## src/rtl/mem_arb_pkg.sv

```systemverilog
// mem_arb_pkg: state/owner encodings and access-size constants shared by the memory request arbiter.
package mem_arb_pkg;
  typedef enum logic [1:0] {IDLE, REQ, WAIT} state_t;
  typedef enum logic [1:0] {NONE, INST, DATA} owner_t;
  localparam logic [1:0] SIZE_BYTE = 2'd0;
  localparam logic [1:0] SIZE_HALF = 2'd1;
  localparam logic [1:0] SIZE_WORD = 2'd2;
endpackage

```

## src/rtl/mem_req_arbiter.sv

```systemverilog
// mem_req_arbiter: shares one sram-like port between fetch and data masters, one transaction at a time.
// Define MEM_ARB_RR_EN for round-robin arbitration; default is fixed data priority.
module mem_req_arbiter
  import mem_arb_pkg::*;
#(
  parameter int ADDR_W = 32,
  parameter int DATA_W = 32
) (
  input  logic              clk,
  input  logic              rst,
  input  logic              inst_req,
  input  logic [ADDR_W-1:0] inst_addr,
  output logic              inst_addr_ok,
  output logic              inst_data_ok,
  output logic [DATA_W-1:0] inst_rdata,
  input  logic              inst_flush,
  input  logic              data_req,
  input  logic              data_wr,
  input  logic [1:0]        data_size,
  input  logic [ADDR_W-1:0] data_addr,
  input  logic [DATA_W-1:0] data_wdata,
  output logic              data_addr_ok,
  output logic              data_data_ok,
  output logic [DATA_W-1:0] data_rdata,
  output logic              mem_req,
  output logic              mem_wr,
  output logic [1:0]        mem_size,
  output logic [ADDR_W-1:0] mem_addr,
  output logic [DATA_W-1:0] mem_wdata,
  input  logic              mem_addr_ok,
  input  logic              mem_data_ok,
  input  logic [DATA_W-1:0] mem_rdata,
  output logic              stallreq_from_if,
  output logic              stallreq_from_mem
);
  state_t state;
  owner_t owner;
  logic   drop;
  logic   grant_data;
`ifdef MEM_ARB_RR_EN
  logic last_data;
  always_comb grant_data = data_req & ~(inst_req & last_data);
`else
  always_comb grant_data = data_req;
`endif
  always_ff @(posedge clk or posedge rst) begin
    if (rst) begin
      state     <= IDLE;
      owner     <= NONE;
      drop      <= 1'b0;
      mem_req   <= 1'b0;
      mem_wr    <= 1'b0;
      mem_size  <= '0;
      mem_addr  <= '0;
      mem_wdata <= '0;
`ifdef MEM_ARB_RR_EN
      last_data <= 1'b1;
`endif
    end else begin
      case (state)
        IDLE: begin
          drop <= 1'b0;
          if (inst_req | data_req) begin
            state     <= REQ;
            owner     <= grant_data ? DATA : INST;
            mem_req   <= 1'b1;
            mem_wr    <= grant_data & data_wr;
            mem_size  <= grant_data ? data_size : SIZE_WORD;
            mem_addr  <= grant_data ? data_addr : inst_addr;
            mem_wdata <= grant_data ? data_wdata : '0;
`ifdef MEM_ARB_RR_EN
            last_data <= grant_data;
`endif
          end
        end
        REQ: begin
          if (inst_flush && owner == INST) drop <= 1'b1;
          if (mem_addr_ok) begin
            state   <= WAIT;
            mem_req <= 1'b0;
          end
        end
        WAIT: begin
          if (inst_flush && owner == INST) drop <= 1'b1;
          if (mem_data_ok) begin
            state <= IDLE;
            owner <= NONE;
          end
        end
        default: begin
          state   <= IDLE;
          owner   <= NONE;
          mem_req <= 1'b0;
        end
      endcase
    end
  end
  // a flush in the completion cycle itself also kills the fetch response
  always_comb begin
    inst_addr_ok      = mem_req & (owner == INST) & mem_addr_ok;
    data_addr_ok      = mem_req & (owner == DATA) & mem_addr_ok;
    inst_data_ok      = (state == WAIT) & (owner == INST) & mem_data_ok & ~drop & ~inst_flush;
    data_data_ok      = (state == WAIT) & (owner == DATA) & mem_data_ok;
    inst_rdata        = inst_data_ok ? mem_rdata : '0;
    data_rdata        = data_data_ok ? mem_rdata : '0;
    stallreq_from_if  = inst_req & ~inst_data_ok;
    stallreq_from_mem = data_req & ~data_data_ok;
  end
endmodule

```

## config.mk

```make
export PLATFORM = sky130hd
export DESIGN_NAME = mem_req_arbiter
export DESIGN_NICKNAME = d
export VERILOG_FILES = /design/src/rtl/mem_arb_pkg.sv /design/src/rtl/mem_req_arbiter.sv
export SDC_FILE = /design/constraint.sdc
export NUM_CORES = 1
export LEC_CHECK = 0
export ABC_AREA = 0
export CAP_MARGIN = 25
export CORE_MARGIN = 5
export CORE_UTILIZATION = 34
export CTS_CLUSTER_DIAMETER = 30
export DETAILED_ROUTE_END_ITERATION = 10
export PLACE_DENSITY = 0.86
export SYNTH_ARGS = -nofsm -noshare
export SYNTH_HDL_FRONTEND = slang
export SYNTH_SLANG_ARGS = --single-unit
```

## constraint.sdc

```tcl
create_clock -name clk -period 2.9 [get_ports clk]
set_clock_uncertainty 0.2 [all_clocks]
set_input_delay 0.29 -clock clk [delete_from_list [all_inputs] [get_ports clk]]
set_output_delay 0.29 -clock clk [all_outputs]
set_load 0.005 [all_outputs]
```

# After elaboration in Yosys (flattened, before gate mapping)
# Index checks and enable logic that the tools add are counted.
# W data, S select, Z words.
word_totals:
  inputBits: 138
  ff_bits: 73
classes:
  n_bitwise: 20
  reduce_logical: 9
  n_eq_ne: 8
  muxes: 17
ops:
  columns: ["operator", "n"]
  rows:
  - ["$mux W32", 4]
  - ["$and A1 B1 Y1", 13]
  - ["$mux W2", 6]
  - ["$pmux W2 S3", 2]
  - ["$reduce_and A3 Y1", 3]
  - ["$ne A2 B2 Y1 const B", 3]
  - ["$not A1 Y1", 6]
  - ["$eq A2 B1 Y1 const B", 2]
  - ["$eq A2 B2 Y1 const B", 2]
  - ["$reduce_and A2 Y1", 2]
  - ["$mux W1", 3]
  - ["$pmux W1 S3", 1]
  - ["$logic_not A2 Y1", 1]
  - ["$ne A2 B1 Y1 const B", 1]
  - ["$pmux W1 S2", 1]
  - ["$reduce_bool A2 Y1", 1]
  - ["$reduce_or A2 Y1", 1]
  - ["$logic_and A1 B1 Y1", 1]
  - ["$or A1 B1 Y1", 1]

# Depth between registers and ports, before layout
# Gate-level depths: netlist (run 1).
logic_depth:
  depth_word: 7
  mapped_depth: 7
  depth_no_buf: 5

# Least setup slack after synthesis (run 1)
# OpenSTA, ideal clock, no wires.
synth_path:
  path_kind: "register to output"
  start: "reg state[0]"
  end: "out inst_rdata[22]"
  t_arrival_ns: 1.404
  stages_incl_launch_ff: 7
  path_buffers: 1
  slack_ns: 1.006
  cell_sequence: "dfrtp_1 -> inv_1 -> ha_1 -> nand2_2 -> nor4_4 -> buf_6 -> and2_1"
synth_via:
  elab_chain_len: 6
synth_rtl:
  columns: ["item", "line", "source"]
  rows:
  - ["from (decl)", "mem_req_arbiter.sv:36", "state_t state;"]
  - ["from (signal assigned)", "mem_req_arbiter.sv:48", "state <= IDLE;"]
  - ["from (signal assigned)", "mem_req_arbiter.sv:64", "state <= REQ;"]
  - ["from (signal assigned)", "mem_req_arbiter.sv:79", "state <= WAIT;"]
  - ["$eq A2 B2 Y1", "mem_req_arbiter.sv:102", "inst_data_ok = (state == WAIT) & (owner == INST) & mem_data_ok & ~drop & ~inst_flush;"]
  - ["$and A1 B1 Y1 (4 in series)", "mem_req_arbiter.sv:102", null]
  - ["via inst_data_ok", "mem_req_arbiter.sv:14", "output logic inst_data_ok,"]
  - ["$mux W32", "mem_req_arbiter.sv:104", "inst_rdata = inst_data_ok ? mem_rdata : '0;"]
  - ["to (decl)", "mem_req_arbiter.sv:15", "output logic [DATA_W-1:0] inst_rdata,"]
# The timed path passes the listed nets, and every way through them passes these cells.

# Final worst setup path (run 1)
layout_path:
  start: "reg state[0]"
  end: "out inst_rdata[28]"
layout_via:
  elab_chain_len: 6
layout_rtl:
  columns: ["item", "line"]
  rows:
  - ["$eq A2 B2 Y1", "mem_req_arbiter.sv:102"]
  - ["$and A1 B1 Y1 (4 in series)", "mem_req_arbiter.sv:102"]
  - ["$mux W32", "mem_req_arbiter.sv:104"]
# Every way passes these cells.

==> results of run 1 <==
-- worst max-delay path, delay by kind of cell, from the launching register on --
kind / cells / cell delay (ns)
AND/OR/NAND/NOR: 3 / 0.46
buffers and inverters: 3 / 0.79
flip-flops: 1 / 0.40
adder cells (fa/ha/maj): 1 / 0.24
-- state kept, by name (all words and copies together) (netlist names) --
register and flops:
state 2, owner 2, drop 1, mem_addr 32, mem_req 1, mem_size 2, mem_wdata 32, mem_wr 1
-- layer usage --
metal	global-route usage [%]	vias to the layer above	share of wire (%)
met5	0	-	0
met4	4.49	0	1.1
met3	5.12	11	8.0
met2	37.2	155	56
met1	18.8	1582	35
li1	-	1663	-
-- cell type report --
| class | instances | area, sq um | area share, % |
|---|---|---|---|
| clock buffers | 10 | 128 | 1.92 |
| clock inverters | 6 | 113 | 1.69 |
| well taps | 136 | 170 | 2.56 |
| multi-input cells | 226 | 1550 | 23.3 |
| inverters | 8 | 30.0 | 0.451 |
| flip-flops and latches | 73 | 1830 | 27.5 |
| repair buffers | 282 | 2830 | 42.6 |
-- cells by family after synthesis --
group / share of synthesized area [%]
AND/OR/NAND/NOR: 17.8
AO/OA/AOI/OAI: 15.1
flip-flops: 51.3
multiplexers: 9.63
buffers and inverters: 5.10
adder cells (fa/ha/maj): 1.05
-- placed cells by master (no fill, tap or decap), drive strengths merged, types with 4 or more instances in the layout --
cell type,count
inv,10
buf,8
nor2b,4
o21ai,33
a22o,34
clkdlybuf4s50,274
dfrtp,73
mux2i,32
clkbuf,10
nand2,34
and2,65
nor2,6
-- power breakdown --
group	switching, uW	total (uW)	internal (uW)
clock	373	950	577
combinational	895	2320	1420
sequential	286	1810	1520
-- how the worst min path moves through the flow --
| stage | start | endpoint | cells after the start | slack [ns] |
|---|---|---|---|---|
| final | rst | mem_wdata[13] | 2 | 0.13 |
| after global routing | rst | mem_wdata[11] | 2 | 0.19 |
| after CTS | rst | mem_wdata[13] | 2 | 0.13 |
| after detailed placement | mem_addr[12] | mem_addr[12] | 2 | 0.27 |
| after global placement | mem_addr[5] | mem_addr[5] | 2 | 0.26 |
| after floorplan | data_wdata[24] | mem_wdata[24] | 1 | 0.22 |
-- cells in the mapped netlist --
library cell | instances | area share, %
a211o_1 | 1 | 0.25
a211oi_2 | 1 | 0.35
a21oi_1 | 2 | 0.28
a22o_1 | 34 | 8.4
a22oi_1 | 1 | 0.21
a31oi_1 | 1 | 0.18
and2_1 | 65 | 11
buf_2 | 10 | 1.4
buf_4 | 5 | 1.1
buf_6 | 4 | 1.3
clkbuf_1 | 5 | 0.53
dfrtp_1 | 73 | 51
ha_1 | 3 | 1.1
inv_1 | 8 | 0.84
mux2_2 | 2 | 0.63
mux2i_1 | 32 | 9.0
nand2_1 | 33 | 3.5
nand2_2 | 1 | 0.18
nand2b_1 | 2 | 0.35
nor2_1 | 4 | 0.42
nor2_2 | 2 | 0.35
nor2b_1 | 4 | 0.70
nor3_1 | 2 | 0.28
nor4_4 | 1 | 0.60
o21ai_0 | 31 | 4.4
o21ai_1 | 1 | 0.14
o21ai_4 | 1 | 0.46
o32a_1 | 2 | 0.56
-- through the flow --
step	utilization [%]	setup slack, ns
floorplan	-	0.557
detailed placement	62.3	0.409
CTS	64.7	0.0926
global placement	62.3	0.468
global route	64.7	0.0526
finish	64.7	0.192
-- timing repair --
| action | in CTS | in global routing |
|---|---|---|
| resized for setup | 0 | 2 |
| setup endpoints to repair | 0 | 22 |
| buffers inserted | 0 | 0 |
| hold buffers | 0 | 0 |
==> metrics.md, run 1 <==
| Metric | Value |
|---|---|
| Status | `finished, final reports clean` |
| GR Overflow Total | `0` |
| Design area | `6650 sq um` |
| Number of buffers created by CTS | `9` |
| Fmax | `369 MHz` |
| R2r setup slk | `1.01 ns` |
| Synth Net Count | `472` |
| Core Region | `10300 sq um` |
| Worst Tran Pin Value | `0.578 ns` |
| Die Wd | `112 microns` |
| Critical path peak fanout | `19` |
| Crit end category | `output port` |
| Drt first pass iters | `4` |
| Worst rel slew slack | `61.4%` |
| Total Power | `5070 uW` |
| Dpl cell area | `6400 sq um` |
| FILL cells | `859` |
| Total Wirelength | `12.1 mm` |
| Clk_lat worst skew | `0.32 ns` |
| Fraction of layout cells with a size suffix above 1 | `5.29%` |
| Setup CP Type | `register to output port` |
| Hold WS | `0.135 ns` |
| Period utilization | `93.4%` |
| Slew Limit Fails | `0` |
| CP startpoint kind | `register` |
| Clock Tree Buf Depth | `2` |
| Arrival time worst endpoint | `2.22 ns` |
| Flops & latches, synth | `73` |
| Antenna violations before repair | `0` |
| Cell area after synthesis | `3560 sq um` |
| Synth Warn # | `0` |
| CP startpoint | `state[0]` |
| CTS Sinks | `73` |
| Worst R2R End | `owner[1]` |
| Crit-path cells | `inv_1 -> ha_1 -> nand2_2 -> nor4_4 -> buf_6 -> and2_1 -> clkdlybuf4s50_1` |
| Setup TNS | `0 ns` |
| Total global routing track utilization | `18.6%` |
| Layout Cells excl Fill | `741` |
| Placed Instances | `725` |
| Clock-pin slew on the worst setup and hold paths | `0.08 ns` |
| N_diodes | `0` |
| Max-cap violations | `0` |
| Placer Congestion | `0.833` |
| Routed vias/inst | `4.60` |
| CTS root buf | `clkbuf_8` |
| CP endpoint | `inst_rdata[28]` |
| Final Hold Vio Count | `0` |
| Antenna viol nets, final | `0` |
| Top-Level Pins | `276` |
| Worst min-delay path category | `input port to asynchronous set/reset pin` |
| Pwr dens | `762 nW/um^2` |
| Vias | `3411` |
| Synth cell types | `28` |
| RSZ-0062 raised after global routing | `false` |
| Syn_area_per_cell | `10.8 sq um` |
| Launch point of the worst reg-to-reg path | `state[0]` |
| Max incr delay on CP | `0.50 ns` |
| Slowest CP cell | `clkdlybuf4s50_1` |
| DRT iter0 DRCs | `99` |
| Worst R2R Path Depth | `5` |
| Drt wl/cell | `16.3 microns` |
| CP required | `2.41 ns` |
| Die Ht | `112 microns` |
| Leak Pwr | `0.00286 uW` |
| Fin crit period | `2.71 ns` |
| HPWL after detailed placement | `9.95 mm` |
| Synthesized instance count | `331` |
| Max IR drop VDD | `450 uV` |
| Num rows | `37` |
| Die area | `12600 sq um` |
| Area grow syn2layout | `86.8%` |
| Largest net degree at the start of global routing | `100` |
| Residual DRC | `0` |
| Port bufs | `275` |
| Global-route wire length before repair | `18.9 mm` |
| Number of global-route vias before repair | `3715` |
| # setup viols final | `0` |
| Number of H-tree levels | `3` |
| Initial Util | `34.6%` |
| Sequential area share after synthesis | `51.3%` |
| Final nets | `741` |
| CTS tree | `done` |
Power figures use the tool's default switching activity.
==> run 2, diff against run 1 <==
- CELL_PAD_IN_SITES_DETAIL_PLACEMENT: not set -> 1
- CELL_PAD_IN_SITES_GLOBAL_PLACEMENT: not set -> 1
- CORE_UTILIZATION: 34 -> 24
- GPL_TIMING_DRIVEN: not set -> 1
==> run 2 against run 1 <==
Net effect: worst setup slack lost 0.091 ns; cell area up 2.2%; count of clock-buffer cells in the layout rose by 1; critical path depth rose by 1; critical endpoint is now inst_rdata[22].
==> metrics.md, run 2 (synthesized netlist as in run 1, its figures left out) <==
| Metric | Value |
|---|---|
| Fmax | `357 MHz (-3.3%)` |
| N_diodes | `0 (unchanged)` |
| # setup viols final | `0 (unchanged)` |
| Most frequent cells in the layout | `274 x clkdlybuf4s50_1, 73 x dfrtp_1, 65 x and2_1` |
| Die area | `17400 sq um (+38%)` |
| GR Overflow Total | `0 (unchanged)` |
| Residual DRC | `0 (unchanged)` |
| Max-cap violations | `0 (unchanged)` |
| PnR worst setup slack | `0.101 ns (-0.0911 ns)` |
| Setup CP Type | `register to output port` |
| Global-route wire length before repair | `22.1 mm (+17%)` |
| Number of buffers created by CTS | `9 (unchanged)` |
| Pwr dens | `779 nW/um^2 (+2.2%)` |
| Antenna violations before repair | `1 (+1)` |
| Num rows | `44 (+19%)` |
| Critical path peak fanout | `17 (-2)` |
| R2r setup slk | `0.97 ns (-0.04 ns)` |
| Drt wl/cell | `18.0 microns (+11%)` |
| Most common cell after layout, fill and taps aside | `clkdlybuf4s50_1` |
| Hold WS | `0.0904 ns (-0.0443 ns)` |
| CTS root buf | `clkbuf_16` |
| CTS tree | `done` |
| Worst rel slew slack | `63.4% (+2.1 points)` |
| FILL cells | `1596 (+86%)` |
| Crit end category | `output port` |
| Hold-fix buffers, CTS | `0 (unchanged)` |
| DRT iter0 DRCs | `61 (-38%)` |
| Fin crit period | `2.80 ns (+0.0911 ns)` |
| Total global routing track utilization | `15.9% (-2.7 points)` |
| Total Wirelength | `14.3 mm (+18%)` |
| Worst min-delay path category | `input port to asynchronous set/reset pin` |
| CP startpoint kind | `register` |
| Worst Tran Pin Value | `0.548 ns (-0.0300 ns)` |
| Placer Congestion | `0.764 (-8.3%)` |
| Port bufs | `275 (unchanged)` |
| Die Ht | `132 microns (+17%)` |
| Antenna viol nets, final | `0 (unchanged)` |
| Launch point of the worst reg-to-reg path | `state[1]` |
| Number of H-tree levels | `3 (unchanged)` |
| Drt first pass iters | `6 (+2)` |
| Top-Level Pins | `276 (unchanged)` |
| Largest regs | `mem_addr x32, mem_wdata x32` |
| Vias | `3524 (+3.3%)` |
| Routed vias/inst | `4.46 (-3.2%)` |
| Arrival time worst endpoint | `2.31 ns (+0.09 ns)` |
| Die Wd | `132 microns (+17%)` |
| Clk_lat worst skew | `0.33 ns (about the same)` |
| CP required | `2.41 ns (about the same)` |
| Worst R2R End | `mem_wdata[8]` |
| Final nets | `743 (+0.27%)` |
| HPWL after detailed placement | `11.4 mm (+15%)` |
| DP Worst Slack | `0.260 ns (-0.149 ns)` |
| Status | `finished, final reports clean` |
| Slew Limit Fails | `0 (unchanged)` |
| Clock Tree Buf Depth | `2 (unchanged)` |
| Core Region | `14500 sq um (+41%)` |
| Worst R2R Path Depth | `5 (unchanged)` |
| Fraction of layout cells with a size suffix above 1 | `5.93% (+0.64 points)` |
| Initial Util | `24.5% (-10 points)` |
| Final Hold Vio Count | `0 (unchanged)` |
| Number of global-route vias before repair | `3896 (+4.9%)` |
| Period utilization | `96.5% (+3.1 points)` |
| Largest net degree at the start of global routing | `100 (unchanged)` |
| Clock-pin slew on the worst setup and hold paths | `0.06 ns (-0.02 ns)` |
| Leak Pwr | `0.00289 uW (+1.0%)` |
| CTS Sinks | `73 (unchanged)` |
| Max IR drop VDD | `368 uV (-18%)` |
| Area grow syn2layout | `90.9%` |
## run 2: changes by cell type in the layout (fill, tap and decap cells not counted)
cell | previous run | this run
clkbuf_8 | 9 | 1
bufinv_16 | 3 | 1
ha_1 | 3 | 2
clkbuf_16 | 0 | 9
buf_4 | 3 | 5
clkinvlp_4 | 0 | 2
inv_1 | 7 | 6
clkinv_2 | 1 | 3
ha_4 | 0 | 1
inv_6 | 2 | 0
## run 2: what timing repair did
item / in CTS / in global routing
gates cloned: 1 / 0
buffers inserted: 0 / 2
gates resized for setup: 3 / 3
setup endpoints to repair: 32 / 35
pin swaps: 1 / 1
## run 2: critical path: stages, from the launching register on
cell,delay [ns]
dfrtp_1,0.41
inv_2,0.10
ha_4,0.16
nand2_2,0.09
nor4_4,0.24
buf_4,0.16
buf_6,0.15
and2_1,0.15
clkdlybuf4s50_1,0.51
## run 2: where the power goes
| part | total (uW) | internal [uW] | switching, uW |
|---|---|---|---|
| Combinational | 2370 | 1430 | 937 |
| Clock | 1110 | 686 | 419 |
| Sequential | 1830 | 1520 | 304 |
| Total | 5300 | 3640 | 1660 |
## run 2: area by class of cell
class | count | area [sq um] | share of cell area [%]
Timing Repair Buffer | 284 | 2850 | 41.9
Sequential cell | 73 | 1830 | 26.9
Multi-Input combinational cell | 226 | 1570 | 23.0
Clock buffer | 11 | 243 | 3.57
Tap cell | 184 | 230 | 3.39
Clock inverter | 5 | 55.1 | 0.810
Inverter | 8 | 31.3 | 0.460
## run 2: worst max path at each step
stage | start | endpoint | slack [ns] | cells past startpoint
3_5_place_dp | mem_data_ok | inst_rdata[22] | 0.26 | 6
4_1_cts | state[0] | inst_rdata[22] | 0.004 | 7
3_3_place_gp | mem_data_ok | inst_rdata[15] | 0.36 | 6
6_report | state[0] | inst_rdata[22] | 0.10 | 8
5_1_grt | state[0] | inst_rdata[22] | -0.01 | 8
2_1_floorplan | rst | drop | 0.56 | 1
## run 2: through the flow
step / total power [uW] / std cells / instance area (sq um) / util [%] / setup TNS (ns)
after global routing: 5670 / 791 / 6800 / 46.8 / -0.0148
after CTS: 5390 / 789 / 6770 / 46.6 / 0
after detailed placement: 4230 / 772 / 6460 / 44.4 / 0
final: 5300 / 791 / 6800 / 46.8 / 0
after floorplan: 2730 / 331 / 3560 / - / 0
after global placement: 4130 / 772 / 6460 / 44.4 / 0
## run 2: metal layers
layer,up-vias,track usage [%],part of all wire [%]
li1,1674,-,-
met1,1656,17.4,39
met2,180,28.9,52
met3,12,6.49,8.5
met4,2,3.37,1.1
met5,-,0,0.049
==> run 3, diff against run 2 <==
- HOLD_SLACK_MARGIN: not set -> 0.02
==> results of run 3 <==
The final DEF is identical to that of run 2; final timing and power are the same.
